==> src/rtl/gpc31_3_preimage_enum_pkg.sv <==
// Shared constants for the gpc31_3 preimage enumerator: code-space geometry
// for the default 1+3 column shape and the FSM state encodings.
package gpc_pkg;

  localparam int unsigned GPC_N0 = 1;
  localparam int unsigned GPC_N1 = 3;
  localparam int unsigned CODE_W = GPC_N0 + GPC_N1;
  localparam int unsigned CODES  = 2 ** CODE_W;

  localparam logic [1:0] ST_IDLE = 2'd0;
  localparam logic [1:0] ST_SCAN = 2'd1;
  localparam logic [1:0] ST_DONE = 2'd2;

endpackage

==> src/rtl/gpc31_3_preimage_enum_weight_sum.sv <==
// Combinational weighted sum of a packed GPC code:
// each column-0 bit counts 1, each column-1 bit counts 2.
module gpc_weight_sum #(
  parameter int unsigned N0    = 1,
  parameter int unsigned N1    = 3,
  parameter int unsigned OUT_W = 3
) (
  input  logic [N0+N1-1:0] code_i,
  output logic [OUT_W:0]   sum_o
);

  // Accumulate at OUT_W+1 bits so the maximum sum never wraps.
  always_comb begin
    sum_o = '0;
    for (int unsigned i = 0; i < N0; i++) begin
      sum_o = sum_o + {{OUT_W{1'b0}}, code_i[i]};
    end
    for (int unsigned i = 0; i < N1; i++) begin
      sum_o = sum_o + {{(OUT_W-1){1'b0}}, code_i[N0+i], 1'b0};
    end
  end

endmodule

==> src/rtl/gpc31_3_preimage_enum.sv <==
// Decoder-side enumerator for the gpc31_3 compressor: for a requested target
// value, scans every code {src1, src0} in ascending order and streams out the
// codes whose weighted sum equals the target, then pulses done with the count.
module gpc31_3_preimage_enum
  import gpc_pkg::*;
#(
  parameter int unsigned N0    = 1,
  parameter int unsigned N1    = 3,
  parameter int unsigned OUT_W = 3
) (
  input  logic             clk,
  input  logic             rst,
  input  logic             req_valid,
  output logic             req_ready,
  input  logic [OUT_W-1:0] req_value,
  output logic             out_valid,
  input  logic             out_ready,
  output logic [N0-1:0]    out_src0,
  output logic [N1-1:0]    out_src1,
  output logic             done_valid,
  output logic [N0+N1:0]   done_count
);

  localparam int unsigned        CW     = N0 + N1;
  localparam logic [CW-1:0]      LAST_K = '1;
  localparam logic [CW:0]        ONE    = (CW+1)'(1);

  logic [1:0]       state_q, state_d;
  logic [OUT_W-1:0] target_q, target_d;
  logic [CW-1:0]    k_q, k_d;
  logic [CW:0]      count_q, count_d;
  logic             out_valid_q, out_valid_d;
  logic [N0-1:0]    src0_q, src0_d;
  logic [N1-1:0]    src1_q, src1_d;
  logic [CW:0]      done_count_q, done_count_d;

  logic [OUT_W:0]   k_sum;
  logic             examine;
  logic             match;

  gpc_weight_sum #(
    .N0    (N0),
    .N1    (N1),
    .OUT_W (OUT_W)
  ) u_weight_sum (
    .code_i (k_q),
    .sum_o  (k_sum)
  );

  // A code is examined only when the output register is free or being freed.
  assign examine = (state_q == ST_SCAN) && (!out_valid_q || out_ready);
  assign match   = (k_sum == {1'b0, target_q});

  // Next-state logic: request latch, code scan with beat back-pressure, done.
  always_comb begin
    state_d      = state_q;
    target_d     = target_q;
    k_d          = k_q;
    count_d      = count_q;
    out_valid_d  = out_valid_q && !out_ready;
    src0_d       = src0_q;
    src1_d       = src1_q;
    done_count_d = done_count_q;

    case (state_q)
      ST_IDLE: begin
        if (req_valid) begin
          state_d  = ST_SCAN;
          target_d = req_value;
          k_d      = '0;
          count_d  = '0;
        end
      end
      ST_SCAN: begin
        if (examine) begin
          if (match) begin
            out_valid_d = 1'b1;
            src0_d      = k_q[N0-1:0];
            src1_d      = k_q[CW-1:N0];
            count_d     = count_q + ONE;
          end
          // The final code's own match must be included in the reported count.
          if (k_q == LAST_K) begin
            state_d      = ST_DONE;
            done_count_d = match ? (count_q + ONE) : count_q;
          end else begin
            k_d = k_q + 1'b1;
          end
        end
      end
      ST_DONE: begin
        state_d = ST_IDLE;
      end
      default: begin
        state_d = ST_IDLE;
      end
    endcase
  end

  // State registers with synchronous reset discarding any scan or pending beat.
  always_ff @(posedge clk) begin
    if (rst) begin
      state_q      <= ST_IDLE;
      target_q     <= '0;
      k_q          <= '0;
      count_q      <= '0;
      out_valid_q  <= 1'b0;
      src0_q       <= '0;
      src1_q       <= '0;
      done_count_q <= '0;
    end else begin
      state_q      <= state_d;
      target_q     <= target_d;
      k_q          <= k_d;
      count_q      <= count_d;
      out_valid_q  <= out_valid_d;
      src0_q       <= src0_d;
      src1_q       <= src1_d;
      done_count_q <= done_count_d;
    end
  end

  assign req_ready  = (state_q == ST_IDLE);
  assign done_valid = (state_q == ST_DONE);
  assign done_count = done_count_q;
  assign out_valid  = out_valid_q;
  assign out_src0   = src0_q;
  assign out_src1   = src1_q;

endmodule

==> config.mk <==
export PLATFORM = sky130hd
export DESIGN_NAME = gpc31_3_preimage_enum
export DESIGN_NICKNAME = d
export VERILOG_FILES = /design/src/rtl/gpc31_3_preimage_enum_pkg.sv /design/src/rtl/gpc31_3_preimage_enum_weight_sum.sv /design/src/rtl/gpc31_3_preimage_enum.sv
export SDC_FILE = /design/constraint.sdc
export NUM_CORES = 1
export LEC_CHECK = 0
export CAP_MARGIN = 10
export CORE_UTILIZATION = 25
export DETAILED_ROUTE_END_ITERATION = 8
export GPL_ROUTABILITY_DRIVEN = 0
export PLACE_DENSITY = 0.49
export SYNTH_ARGS = -nofsm -noshare
export SYNTH_HDL_FRONTEND = slang
export SYNTH_SLANG_ARGS = --single-unit
==> constraint.sdc <==
create_clock -name clk -period 3.8 [get_ports clk]
set_input_delay 0.38 -clock clk [delete_from_list [all_inputs] [get_ports clk]]
set_output_delay 0.38 -clock clk [all_outputs]
set_load 0.05 [all_outputs]
==> impl_metrics.csv, run 1 <==
group,metric,value,unit
cts,cts_root_buf,"clkbuf_8",
cts,path_clk_slew,0.08,ns
status,status,"finished, violations left",
synthesis,synth_area_per_cell,9.08,um2
synthesis,ys.flop_type,"dfxtp_1",
finish,syn2layout_area_growth,23.2,%
synthesis,synth_cell_types,36,
detailed_routing,drc,6,
sta,worst_slew_pin_slew,0.925,ns
critical_path,crit_path_end_kind,"register",
cts,clockBufferDepth,2,
floorplanning,ios,19,
power,powerDensity,353,nW/um2
flow_run,maxCapViolCount,0,
synthesis,async_reset_ff_frac,0,
power,leakage,0.489,nW
synthesis,synthCells,130,
sta,post-route-min-period,2.03,ns
sta,rsz0062_at_grt,"no",
finish,multi_input_area,669,um2
place,port_buffers,18,
critical_path,critPathKind,"register to register",
status,violations,"DRC",
grt,grtUsageTotal,0.113,
floorplanning,die_y,70.7,um
grt,grt_pass1_wl,4470,um
detailed_routing,post_drt_wl_per_cell,13.2,um
cts,post_cts.repair.setup_buffers,0,
critical_path,cp.required,3.98,ns
sta,timing.final.max_slew_violations,0,
synthesis,synth-edff-count,0,
finish,seqCellArea,480,um2
cts,insertion_delay,0.27,ns
detailed_routing,ant_nets,0,
floorplanning,rows,24,
floorplanning,die_x,70.7,um
cts,htreeDepth,1,
finish,num-fill-cells,466,
synthesis,seq_area_frac_synth,0.407,
critical_path,start_kind,"register",
critical_path,cp.arrival,2.20,ns
grt,grt_max_degree,24,
place,preCtsSetupSlack,1.78,ns
grt,grt_pass1_vias,977,
sta,slew_headroom,0.381,
finish,final_cell_mix,"dfxtp_1, clkdlybuf4s50_1, nor2_1",
floorplanning,core,4440,um2
detailed_routing,drt_wl_total,2630,um
sta,setup-tns-final,0,ns
power,vdd_drop_max,0.129,mV
critical_path,crit_path_cell_trace,"fa_1, xnor2_2, nand4_1, or3_1, a31oi_1",
sta,setup_slack,1.77,ns
detailed_routing,drtPass1Iterations,6,
grt,overflow,0,
sta,period_share,0.533,
floorplanning,initial_utilization,0.265,
detailed_routing,post_drt_via_cell_ratio,4.94,
grt,antenna_found_initial,0,
floorplanning,dieArea,5000,um2
sta,clock.fmax,493,MHz
synthesis,synth_warnings,0,
finish,final_common_cell,"dfxtp_1",
critical_path,crit_buf_inv,0,
critical_path,worstPathMaxFanout,7,
critical_path,cp_top_family,"simple AND/OR/NAND/NOR gates",
place,dpl.hpwl,1960,um
cts,cts_inserted_buffers,3,
finish,nets,159,
detailed_routing,drt_iter0_drc,29,
finish,antennaDiodeCount,0,
synthesis,syn-num-nets,141,
cts,cts_tree,"done",
synthesis,syn_area,1180,um2
cts,ctsResizeCount,0,
worst_hold_path,hold_class,"register to register",
sta,skew,0.00229,ns
synthesis,ys_seq_elements,24,
detailed_routing,vias,984,
sta,setup_viol,0,
finish,drive_above_1_share,0.0612,
cts,cts_sinks,24,
critical_path,slowest_delay,0.49,ns
critical_path,cp_slowest_cell,"fa_1",
cts,hold_buffers,0,
sta,finalHoldViolations,0,
==> flip-flops by register name (all words and copies together) (netlist names) <==
name        count
state_q         2
count_q         5
target_q        3
out_valid       1
done_count      5
out_src0        1
out_src1        3
k_q             4
==> Yosys cell counts (all sizes together) (2+ instances only) <==
library cell  instances  area [um2]
buf                   2        15.0
nand2                 8        30.0
mux2i                 4        40.0
ha                    3        37.5
nand3                10        50.1
nand2b                2        12.5
a211oi                4        35.0
nor2b                 2        12.5
a21boi                2        15.0
clkbuf                3        11.3
a311oi                3        26.3
nand4                 3        18.8
and3                  4        25.0
or3                   6        37.5
a31oi                 3        18.8
xor2                  3        26.3
nor3                  2        21.3
dfxtp                24         480
a21oi                 7        35.0
xnor2                 4        57.6
nor2                 13        48.8
o21ai                 8        40.0
==> kinds of logic (layout without fill, tap and decap cells) <==
family | count (synthesis) | count (layout) | synth area share
XOR/XNOR | 7 | 7 | 0.0711
flip-flops | 24 | 24 | 0.407
multiplexers | 4 | 4 | 0.0339
AO/OA/AOI/OAI | 31 | 31 | 0.172
AND/OR/NAND/NOR | 54 | 54 | 0.242
buffers and inverters | 6 | 23 | 0.0254
adder cells (fa/ha/maj) | 4 | 4 | 0.0488
==> worst reg2reg max path: cells and delay by family, from the launching register on <==
family	cells	cell delay, ns
flip-flops	1	0.45
AO/OA/AOI/OAI	1	0.18
XOR/XNOR	1	0.26
AND/OR/NAND/NOR	2	0.56
adder cells (fa/ha/maj)	1	0.49
==> power breakdown <==
group,internal [mW],switching (mW)
clock,0.0926,0.0818
sequential,0.258,0.00841
combinational,0.0277,0.0451
total,0.378,0.135
==> stage by stage <==
step           hold slack, ns  cells  power, mW   util  cell area [um2]
5_1_grt                 0.512    199      0.540  0.327             1450
6_report                0.482    199      0.513  0.327             1450
2_1_floorplan           0.452    130      0.325      -             1180
3_5_place_dp            0.472    195      0.345  0.315             1400
3_3_place_gp            0.476    195      0.343  0.315             1400
4_1_cts                 0.484    199      0.520  0.327             1450
==> cell type report <==
| class | count | area share |
|---|---|---|
| clock buffers | 4 | 0.0379 |
| inverters | 1 | 0.00258 |
| multi-input cells | 100 | 0.460 |
| flip-flops and latches | 24 | 0.330 |
| well taps | 52 | 0.0448 |
| repair buffers | 18 | 0.124 |
==> path summary, 6_finish.rpt <==
| path | from | endpoint | slack (ns) | cells past startpoint |
|---|---|---|---|---|
| setup / recovery | k_q[2] | count_q[3] | 1.77 | 5 |
| hold / removal | out_src1[2] | out_src1[2] | 0.48 | 2 |
| setup reg to reg | k_q[2] | count_q[3] | 1.77 | 5 |
| hold reg to reg | out_src1[2] | out_src1[2] | 0.48 | 2 |
==> per-layer routing <==
layer / global-route usage / routed length (um)
met5: 0 / 0
met4: 0.0333 / 27
met3: 0.0313 / 89
met2: 0.203 / 1260
met1: 0.131 / 1250
Note: power is estimated with default switching activity, not from simulation.
==> inputs of run 2 (changes only) <==
- PLACE_DENSITY: 0.49 -> 0.51
- clock period: 3.8 -> 1.85 ns (I/O delays scaled with it)
==> run 2 against run 1 <==
The run ends with setup timing left. Routed wire length increased by 1.8%. Largest cell class unchanged. Utilization up 1.5 points. Register-to-register slack lost 1.8 ns. Sequential share of layout area down 1.4 points. Critical path type unchanged. Setup slack worse by 1.8 ns. Final cell count grew 3.5%. Final area rose by 4.6%. First-iteration DRC count grew 59%. Clock-buffer cell count shrank 1. Hold slack worse by 0.00063 ns. Critical endpoint unchanged. Global-route usage up 0.18 points.
==> impl_metrics.csv, run 2 (synthesized netlist as in run 1, its figures left out) <==
group,metric,value,unit
sta,worst_slew_pin_slew,0.591,ns
floorplanning,ios,19,
detailed_routing,ant_nets,0,
detailed_routing,post_drt_via_cell_ratio,5.00,
detailed_routing,drc,0,
critical_path,cp.required,2.04,ns
place,dpl_cell_area,1450,um2
finish,finalInstanceArea,1520,um2
sta,holdWs,0.482,ns
sta,clock.fmax,528,MHz
sta,skew,0.000927,ns
finish,syn2layout_area_growth,28.8,%
detailed_routing,drt_iter0_drc,46,
cts,htreeDepth,1,
grt,grt_pass1_wl,4500,um
finish,antennaDiodeCount,0,
power,leakage,0.529,nW
cts,insertion_delay,0.26,ns
sta,slew_headroom,0.605,
critical_path,start_kind,"register",
cts,cts_inserted_buffers,3,
finish,nets,167,
floorplanning,die_x,70.7,um
floorplanning,die_y,70.7,um
floorplanning,core,4440,um2
cts,cts_root_buf,"clkbuf_8",
cts,cts_sinks,24,
critical_path,cp.arrival,2.09,ns
detailed_routing,vias,1031,
cts,hold_buffers,0,
finish,final_common_cell,"dfxtp_1",
sta,post-route-min-period,1.89,ns
status,violations,"setup timing",
flow_run,maxCapViolCount,0,
critical_path,critPathKind,"register to register",
cts,clockBufferDepth,2,
sta,finalHoldViolations,0,
finish,num-fill-cells,459,
floorplanning,rows,24,
critical_path,crit_path_end_kind,"register",
place,dpl.hpwl,2080,um
power,powerDensity,670,nW/um2
detailed_routing,post_drt_wl_per_cell,13.0,um
finish,final_cell_mix,"dfxtp_1, clkdlybuf4s50_1, nor2_1",
worst_hold_path,hp-start,"out_src1[0]",
grt,grt_max_degree,13,
critical_path,critical_path.startpoint,"k_q[1]",
floorplanning,initial_utilization,0.265,
sta,period_share,1.02,
floorplanning,dieArea,5000,um2
grt,grt_pass1_vias,981,
grt,grtUsageTotal,0.115,
status,status,"finished, violations left",
detailed_routing,drtPass1Iterations,4,
sta,timing.final.max_slew_violations,0,
grt,overflow,0,
cts,cts_tree,"done",
sta,setup_viol,2,
detailed_routing,drt_wl_total,2680,um
sta,rsz0062_at_grt,"yes",
sta,setup_slack,-0.0425,ns
grt,antenna_found_initial,0,
cts,path_clk_slew,0.08,ns
critical_path,r2r_start,"k_q[1]",
place,port_buffers,18,
finish,drive_above_1_share,0.143,
critical_path,worstPathMaxFanout,6,
power,totalPowerFinal,1.02,mW
power,vdd_drop_max,0.495,mV
worst_hold_path,hold_class,"register to register",
## run 2: cell types whose count changed in the layout (fill, tap and decap cells not counted), sizes merged
cell	previous run	this run
buf	0	10
clkbuf	4	3
clkdlybuf4s50	18	16
## run 2: worst paths after layout
check | to | slack [ns] | cells after the start
max | count_q[3] | -0.04 | 5
min reg2reg | out_src1[0] | 0.48 | 2
min | out_src1[0] | 0.48 | 2
max reg2reg | count_q[3] | -0.04 | 5
## run 2: area by class of cell
class                   instances  area (um2)  share of cell area
clock buffers                   3        41.3              0.0272
multi-input cells             100         681               0.448
inverters                       1        3.75             0.00247
flip-flops and latches         24         482               0.317
repair buffers                 26         248               0.163
well taps                      52        65.1              0.0428
## run 2: timing repair
action	4_1_cts	5_1_grt
resized for setup	1	2
endpoints found under the setup margin	6	14
gates cloned	0	0
pin swaps	5	8
setup buffers	2	0
## run 2: report_power, final
| part | leakage, nW | switching (mW) | internal, mW |
|---|---|---|---|
| sequential | 0.195 | 0.0168 | 0.529 |
| combinational | 0.312 | 0.0986 | 0.0726 |
| clock | 0.0216 | 0.156 | 0.145 |
| total | 0.529 | 0.272 | 0.747 |
## run 2: stage by stage
stage	setup TNS (ns)	setup slack [ns]	cells	utilization
floorplan	0	0.0320	130	-
global placement	0	0.00485	201	0.327
detailed placement	-0.0979	-0.0323	201	0.327
CTS	-0.112	-0.0425	206	0.340
global route	-1.21	-0.174	206	0.342
finish	-0.0471	-0.0425	206	0.342
## run 2: critical path: stages, from the launching register on
cell     delay [ns]
dfxtp_2        0.34
fa_1           0.51
xnor2_2        0.26
nand4_1        0.21
or3_1          0.35
a31oi_1        0.16
## run 2: metal layers
metal | vias up | part of all wire | GRT usage
met3 | 2 | 0.040 | 0.0370
met2 | 18 | 0.51 | 0.204
met5 | - | 0 | 0
li1 | 521 | - | -
met4 | 0 | 0.0071 | 0.0178
met1 | 490 | 0.44 | 0.138
==> inputs of run 3 (changes only) <==
- REMOVE_ABC_BUFFERS: not set -> 1
==> run 3 against run 2 <==
The run ends with DRC, setup timing left. Highest routed layer unchanged. Die area is the same. Clock skew increased by 0.0091 ns. Sequential share of layout area decreased by 0.18 points. Critical path type unchanged.
==> impl_metrics.csv, run 3 (synthesized netlist as in run 1, its figures left out) <==
group,metric,value,unit
status,status,"finished, violations left",
status,violations,"DRC, setup timing",
place,port_buffers,18,
finish,drive_above_1_share,0.159,
place,preCtsSetupSlack,-0.0421,ns
cts,path_clk_slew,0.09,ns
worst_hold_path,hp-start,"out_src1[2]",
cts,hold_buffers,0,
sta,timing.final.max_slew_violations,0,
finish,final_cell_mix,"dfxtp_1, clkdlybuf4s50_1, nor2_1, buf_4, nand3_1",
sta,worst_slew_pin_slew,0.543,ns
sta,setup_slack,-0.0634,ns
detailed_routing,drtPass1Iterations,6,
cts,clockBufferDepth,2,
detailed_routing,top_layer_used,"met4",
critical_path,crit_buf_inv,0,
detailed_routing,drt_iter0_drc,34,
detailed_routing,drt-met1-wl,1240,um
floorplanning,core,4440,um2
power,leakage,0.538,nW
detailed_routing,met3_length,58,um
power,totalPowerFinal,1.02,mW
place,dpl.hpwl,1940,um
worst_hold_path,holdPathStages,2,
cts,htreeDepth,1,
cts,cts_tree,"done",
power,p_comb_frac,0.175,
finish,nets,170,
detailed_routing,ant_nets,0,
sta,setup_viol,2,
flow_run,maxCapViolCount,0,
power,p_sw,0.272,mW
floorplanning,die_y,70.7,um
grt,grt_pass1_wl,4330,um
grt,antenna_found_initial,0,
sta,setup-tns-final,-0.0763,ns
finish,fin_util,0.344,
critical_path,crit_path_end_kind,"register",
sta,skew,0.0101,ns
detailed_routing,post_drt_wl_per_cell,12.8,um
finish,final_common_cell,"dfxtp_1",
critical_path,cp_top_family,"simple AND/OR/NAND/NOR gates",
floorplanning,ios,19,
detailed_routing,post_drt_via_cell_ratio,4.89,
critical_path,start_kind,"register",
power,internal_power,0.751,mW
critical_path,worstPathMaxFanout,6,
grt,grtUsageTotal,0.111,
finish,num-fill-cells,461,
floorplanning,initial_utilization,0.265,
grt,grt_max_degree,24,
critical_path,crit_path_cell_trace,"fa_1, xnor2_2, nand4_1, or3_1, a31oi_1",
sta,finalHoldViolations,0,
cts,insertion_delay,0.26,ns
grt,grt_pass1_vias,975,
power,p_clk_frac,0.295,
cts,cts_inserted_buffers,3,
sta,slew_headroom,0.638,
finish,antennaDiodeCount,0,
finish,multi_input_area,679,um2
detailed_routing,vias,1021,
sta,post-route-min-period,1.91,ns
critical_path,rrSetupSlack,-0.06,ns
critical_path,r2r_cells,5,
critical_path,r2r_start,"k_q[3]",
sta,rsz0062_at_grt,"yes",
floorplanning,dieArea,5000,um2
sta,period_share,1.03,
power,p_sw_frac,0.266,
finish,finalInstanceArea,1530,um2
sta,holdWs,0.486,ns
power,powerDensity,670,nW/um2
critical_path,cp.arrival,2.11,ns
place,dpl_cell_area,1450,um2
finish,finalNonFillerCells,209,
power,vdd_drop_max,0.204,mV
critical_path,slowest_delay,0.51,ns
worst_hold_path,hold_class,"register to register",
finish,seqCellArea,482,um2
cts,cts_sinks,24,
detailed_routing,drc,2,
critical_path,r2r-end,"count_q[3]",
power,seqPwrFrac,0.530,
finish,syn2layout_area_growth,29.6,%
critical_path,cp.required,2.05,ns
sta,clock.fmax,523,MHz
grt,overflow,0,
detailed_routing,drt_wl_total,2680,um
floorplanning,rows,24,
worst_hold_path,hold_end,"out_src1[2]",
place,dp.cells,203,
detailed_routing,wl_met2,1320,um
critical_path,cp_slowest_cell,"fa_1",
floorplanning,die_x,70.7,um
cts,cts_root_buf,"clkbuf_8",
critical_path,critPathKind,"register to register",
-- run 3: worst max path at each step --
stage | start | end | slack, ns | cells past startpoint
after global routing | k_q[3] | count_q[3] | -0.15 | 5
after floorplan | k_q[2] | count_q[0] | 0.03 | 5
after global placement | k_q[1] | count_q[2] | 0.03 | 5
final | k_q[3] | count_q[3] | -0.06 | 5
after CTS | k_q[3] | count_q[4] | -0.03 | 5
after detailed placement | k_q[1] | count_q[4] | -0.04 | 5
-- run 3: what timing repair did --
action | 4_1_cts | 5_1_grt
pin swaps | 10 | 5
setup endpoints to repair | 7 | 15
cloned | 0 | 0
resized for setup | 2 | 3
buffers inserted | 3 | 0
-- run 3: area by class of cell --
type                       instances  area share
multi-input combinational        100       0.444
clock buffer                       3      0.0270
timing repair buffer              29       0.169
sequential                        24       0.315
inverter                           1     0.00245
tap                               52      0.0426
-- run 3: worst min-delay path: cells and delay by family, from the launching register on --
family	cells	cell delay [ns]
DFF	1	0.31
AOI/OAI and AO/OA	2	0.12
-- run 3: power groups by stage --
stage / sequential (mW) / clock, mW / combinational [mW]
after floorplan: 0.564 / 0 / 0.0895
after global placement: 0.554 / 0 / 0.173
after detailed placement: 0.555 / 0 / 0.176
after CTS: 0.543 / 0.320 / 0.178
after global routing: 0.544 / 0.338 / 0.194
final: 0.543 / 0.302 / 0.179
-- run 3: metal layers --
metal,GRT usage,vias to the layer above
li1,-,529
met1,0.132,475
met2,0.188,13
met3,0.0128,4
met4,0.0733,0
met5,0,-
